**src/rtl/proyecto2_pkg.sv**
```systemverilog
// Shared definitions for the FIFO pop arbiter: FSM encodings, default FIFO
// count and the index-width helper.
package proyecto2_pkg;

  localparam int NUM_FIFOS_DEF = 5;

  localparam logic [1:0] ST_IDLE   = 2'd0;
  localparam logic [1:0] ST_ACTIVE = 2'd1;
  localparam logic [1:0] ST_PAUSE  = 2'd2;

  // Width needed to hold an index in 0..n-1; never narrower than one bit.
  function automatic int idx_w(input int n);
    return (n <= 2) ? 1 : $clog2(n);
  endfunction

endpackage

```
**src/rtl/pop_arbiter_rr_grant.sv**
```systemverilog
// Combinational round-robin picker: first set bit of req searching upward
// from ptr+1 with wrap-around.
module rr_grant #(
  parameter int N  = 5,
  parameter int IW = 3
) (
  input  logic [N-1:0]  req,
  input  logic [IW-1:0] ptr,
  output logic [N-1:0]  gnt,
  output logic [IW-1:0] gnt_idx,
  output logic          any
);

  always_comb begin
    int j;
    j       = 0;
    gnt     = '0;
    gnt_idx = '0;
    any     = 1'b0;
    for (int k = 1; k <= N; k++) begin
      j = (int'(ptr) + k) % N;
      if (!any && req[j]) begin
        any     = 1'b1;
        gnt[j]  = 1'b1;
        gnt_idx = IW'(j);
      end
    end
  end

endmodule

```
**src/rtl/pop_arbiter.sv**
```systemverilog
// Round-robin pop scheduler draining NUM_FIFOS FIFOs onto one tagged stream.
// Define POP_ARB_PRIO0_EN to give FIFO 0 strict priority over the rotation.
//
//  state     | meaning
//  ----------+-----------------------------------------------------------
//  ST_IDLE   | nothing pending, pipeline drained, idle asserted
//  ST_ACTIVE | popping / draining words
//  ST_PAUSE  | downstream almost-full, new pops held off
module pop_arbiter
  import proyecto2_pkg::*;
#(
  parameter  int NUM_FIFOS = NUM_FIFOS_DEF,
  parameter  int DATA_W    = 6,
  localparam int IDX_W     = idx_w(NUM_FIFOS)
) (
  input  logic                        clk,
  input  logic                        reset,
  input  logic [NUM_FIFOS-1:0]        fifo_empty,
  input  logic [NUM_FIFOS*DATA_W-1:0] fifo_data,
  input  logic                        pause,
  output logic [NUM_FIFOS-1:0]        pop,
  output logic                        valid_out,
  output logic [DATA_W-1:0]           data_out,
  output logic [IDX_W-1:0]            src_idx,
  output logic                        idle
);

  logic [1:0]           state, state_nxt;
  logic [NUM_FIFOS-1:0] req, rr_req, rr_gnt, gnt;
  logic [IDX_W-1:0]     rr_idx, gnt_idx, rr_ptr;
  logic                 rr_any, gnt_any, pop_en, ptr_upd;
  logic                 any_req, pipe_empty;
  logic                 s1_v;
  logic [IDX_W-1:0]     s1_idx;

  assign req    = ~fifo_empty;
  assign pop_en = ~pause & ~reset;

  rr_grant #(
    .N  (NUM_FIFOS),
    .IW (IDX_W)
  ) u_rr_grant (
    .req     (rr_req),
    .ptr     (rr_ptr),
    .gnt     (rr_gnt),
    .gnt_idx (rr_idx),
    .any     (rr_any)
  );

`ifdef POP_ARB_PRIO0_EN
  // FIFO 0 bypasses the rotation and leaves the pointer untouched.
  assign rr_req  = req & {{(NUM_FIFOS-1){1'b1}}, 1'b0};
  assign gnt     = req[0] ? {{(NUM_FIFOS-1){1'b0}}, 1'b1} : rr_gnt;
  assign gnt_idx = req[0] ? '0 : rr_idx;
  assign gnt_any = req[0] | rr_any;
  assign ptr_upd = pop_en & rr_any & ~req[0];
`else
  assign rr_req  = req;
  assign gnt     = rr_gnt;
  assign gnt_idx = rr_idx;
  assign gnt_any = rr_any;
  assign ptr_upd = pop_en & rr_any;
`endif

  assign pop = (pop_en && gnt_any) ? gnt : '0;

  assign any_req    = |req;
  assign pipe_empty = ~s1_v & ~valid_out;

  always_comb begin
    state_nxt = state;
    case (state)
      ST_IDLE:   if (any_req && !pause) state_nxt = ST_ACTIVE;
      ST_ACTIVE: begin
        if (pause)                         state_nxt = ST_PAUSE;
        else if (!any_req && pipe_empty)   state_nxt = ST_IDLE;
      end
      ST_PAUSE: begin
        if (!pause) begin
          if (any_req)                     state_nxt = ST_ACTIVE;
          else if (pipe_empty)             state_nxt = ST_IDLE;
        end
      end
      default:                             state_nxt = ST_IDLE;
    endcase
  end

  always_ff @(posedge clk) begin
    if (reset) begin
      state     <= ST_IDLE;
      idle      <= 1'b1;
      rr_ptr    <= IDX_W'(NUM_FIFOS - 1);
      s1_v      <= 1'b0;
      s1_idx    <= '0;
      valid_out <= 1'b0;
      data_out  <= '0;
      src_idx   <= '0;
    end else begin
      state <= state_nxt;
      idle  <= (state_nxt == ST_IDLE);
      if (ptr_upd) rr_ptr <= gnt_idx;
      s1_v <= |pop;
      if (|pop) s1_idx <= gnt_idx;
      // FIFO read data is presented the cycle after the pop strobe.
      valid_out <= s1_v;
      if (s1_v) begin
        data_out <= fifo_data[int'(s1_idx)*DATA_W +: DATA_W];
        src_idx  <= s1_idx;
      end
    end
  end

endmodule

```
**config.mk**
```make
export PLATFORM = sky130hd
export DESIGN_NAME = pop_arbiter
export DESIGN_NICKNAME = d
export VERILOG_FILES = /design/src/rtl/proyecto2_pkg.sv /design/src/rtl/pop_arbiter_rr_grant.sv /design/src/rtl/pop_arbiter.sv
export SDC_FILE = /design/constraint.sdc
export NUM_CORES = 1
export LEC_CHECK = 0
export ABC_AREA = 1
export CORE_MARGIN = 3
export CORE_UTILIZATION = 56
export DETAILED_ROUTE_END_ITERATION = 7
export PLACE_DENSITY = 0.87
export SLEW_MARGIN = 5
export SYNTH_ARGS = -nofsm -noshare
export SYNTH_HDL_FRONTEND = slang
export SYNTH_SLANG_ARGS = --single-unit
```
**constraint.sdc**
```tcl
create_clock -name clk -period 5.5 [get_ports clk]
set_clock_uncertainty 0.2 [all_clocks]
set_input_delay 0.825 -clock clk [delete_from_list [all_inputs] [get_ports clk]]
set_output_delay 0.825 -clock clk [all_outputs]
set_load 0.005 [all_outputs]
```
==> reports/metrics.csv <==
metric,value,unit
Fmax,185,MHz
Post-Syn Instances,579,
Max Root-Sink Buffers,2,
Setup crit start kind,flop,
synthesized net count,650,
first-pass GRT wire length,17000,um
Final Hold Fails,0,
Synth Register Bits,20,
Placed Cells incl. Taps,705,
post-DP HPWL,8040,um
Starting Density,60.2,%
post-route cell area,4620,um^2
Avg Vias per Cell,5.80,
TritonCTS clock tree,built,
grt ovf,0,
kind of critical path,flop to primary output,
Rows,27,
GRT Overall Usage,28.0,%
Hold Path Depth,2,
Area Overhead vs Synth,33.7,%
antenna-violating nets left,0,
"slowest stage delay, CP",0.49,ns
synth warn,0,
post-synth cell types,43,
depth of the most critical reg-to-reg path,26,
Nets,732,
final setup fails,0,
initial antenna violation count,0,
largest net degree at the start of global routing,22,
Tmin final,5.41,ns
Worst path slowest cell,clkdlybuf4s50_1,
port bufs,53,
"Cell Count, Final, Fillers Out",732,
CP most frequent cell,nand2_1,
clk root buf,clkbuf_8,
DR vias,4242,
# IOs,54,
Critical Path Sink Type,primary output,
DIE HEIGHT,84.6,um
"Cell Area, Synth",3460,um^2
antenna cells,0,
ratio of cells with drive above 1 in the final layout,24.5,%
First-pass DRT Iterations,7,
status,finished clean,
Setup WS pre-CTS,0.262,ns
clk sink count,20,
Worst EP arrival,4.38,ns
CP cell instances,"inv_4, ha_2, o21ai_2, nand2_1, xor2_2, ha_2, nor2_1, nor2_2, o21ai_4, nand2_1, nand2_2, o21ai_1, nand2_1, nand2_1, a21oi_2, a21oi_4, nand3b_4, nor2_4, nand3b_1, nand2_1, nand2_2, inv_2, clkdlybuf4s50_1",
clk_lat worst skew,0.27,ns
Iter 0 DRT Violations,475,
final wirelength,11200,um
Post-Place Cell Area,4110,um^2
Die Area,7150,um^2
PnR worst setup slack,0.0927,ns
Die Wd,84.6,um
synthesized area per cell,5.97,um^2
CP required,4.47,ns
drt drc,0,
Min Hold Slack,0.332,ns
max-slew violations,0,
Slew headroom,51.6,%
vias in the first global route,3834,
Slew @ Worst Pin,0.720,ns
TritonCTS Buffers,3,
clk slew on worst S/H paths,0.08,ns
period utilisation layout,98.3,%
sequential-to-total area share from yosys stat,11.6,%
Worst Hold Class,flop to flop,
gp weighted congestion,0.962,
core area,5740,um^2
Clock H-tree levels,1,
Max-Cap Viols,0,
Avg WL per Cell,15.3,um
"Max FO, Critical Path",10,
-- metrics by stage --
stage / setup TNS (ns) / utilization (%)
after floorplan: 0 / -
after global placement: 0 / 71.6
after detailed placement: 0 / 71.6
after CTS: 0 / 73.1
after global routing: -0.456 / 80.5
final: 0 / 80.5
-- critical path: cells and delay by family, from the launching register on --
kind / cells / cell delay [ns]
AOI/OAI and AO/OA: 5 / 0.81
xor gates and xnor gates: 1 / 0.26
adders and majority gates: 2 / 0.57
buffers and inverters: 3 / 0.67
DFF: 1 / 0.39
and+or+nand+nor: 12 / 1.39
-- path summary, 6_finish.rpt --
| kind | from | to | slack [ns] |
|---|---|---|---|
| max | rr_ptr[2] | pop[3] | 0.09 |
| min | state[0] | state[0] | 0.33 |
| max reg2reg | rr_ptr[0] | s1_idx[1] | 1.22 |
| min reg2reg | state[0] | state[0] | 0.33 |
-- what timing repair did --
item                                    in CTS  in global routing
pin swaps                                    0                 26
gates resized for setup                      3                 60
buffers inserted                             0                 23
endpoints found under the setup margin       5                  5
hold buffers                                 0                  0
-- cell usage in the layout, fill, tap and decap left out, drive strengths merged, types with 4 or more instances in the layout --
cell type        n
nand2          168
nor2            57
clkdlybuf4s50   53
dfxtp           20
a31oi            4
nand3           54
ha              33
nor3             5
a21oi           41
o22ai            5
a221o            6
nand4           12
o21ai           47
inv             91
xor2             6
buf             34
-- registers in the layout (all words and copies together), names as in the netlist --
register	flops
s1_v	1
rr_ptr	3
state	2
data_out	6
valid_out	1
src_idx	3
idle	1
s1_idx	3
-- final cells by class --
cell class,instances,area [um^2]
clock inverter,1,30.0
inverter,92,362
clock buffer,3,41.3
sequential,20,409
tap,72,90.1
multi-input combinational,457,2880
timing repair buffer,87,810
fill,422,1120
-- cells in the mapped netlist (all sizes together) --
cell type / count / area share, %
a211oi: 1 / 0.22
a21oi: 41 / 6.5
a221o: 6 / 1.7
a22oi: 1 / 0.22
a31oi: 4 / 0.72
and3: 2 / 0.36
buf: 2 / 0.54
clkbuf: 8 / 0.87
clkinv: 1 / 0.11
dfxtp: 20 / 12
ha: 33 / 12
inv: 91 / 10
nand2: 168 / 22
nand3: 54 / 9.0
nand3b: 3 / 1.0
nand4: 12 / 2.2
nor2: 57 / 7.7
nor3: 5 / 0.72
nor3b: 1 / 0.22
nor4: 1 / 0.18
o2111ai: 1 / 0.25
o211ai: 3 / 0.65
o21a: 3 / 0.65
o21ai: 47 / 7.2
o22ai: 5 / 1.1
or2: 3 / 0.54
xor2: 6 / 1.7
-- cell families (layout without fill, tap and decap cells) --
| group | count (synthesis) | count (layout) | synth area share [%] |
|---|---|---|---|
| compound gates | 112 | 112 | 19.3 |
| simple gates | 306 | 306 | 43.9 |
| fa+ha+maj | 33 | 33 | 11.9 |
| buf+inv | 102 | 183 | 11.5 |
| flops | 20 | 20 | 11.6 |
| xor+xnor | 6 | 6 | 1.74 |
-- metal layers --
| metal | GRT usage (%) | share of wire (%) |
|---|---|---|
| met2 | 49.8 | 49 |
| met1 | 36.5 | 40 |
| met4 | 7.19 | 3.1 |
| met5 | 0 | 0 |
| met3 | 1.96 | 7.4 |
Power is left out: the tool's default activity adds up to more than one toggle a clock period on the data nets, which glitch-free logic cannot reach.
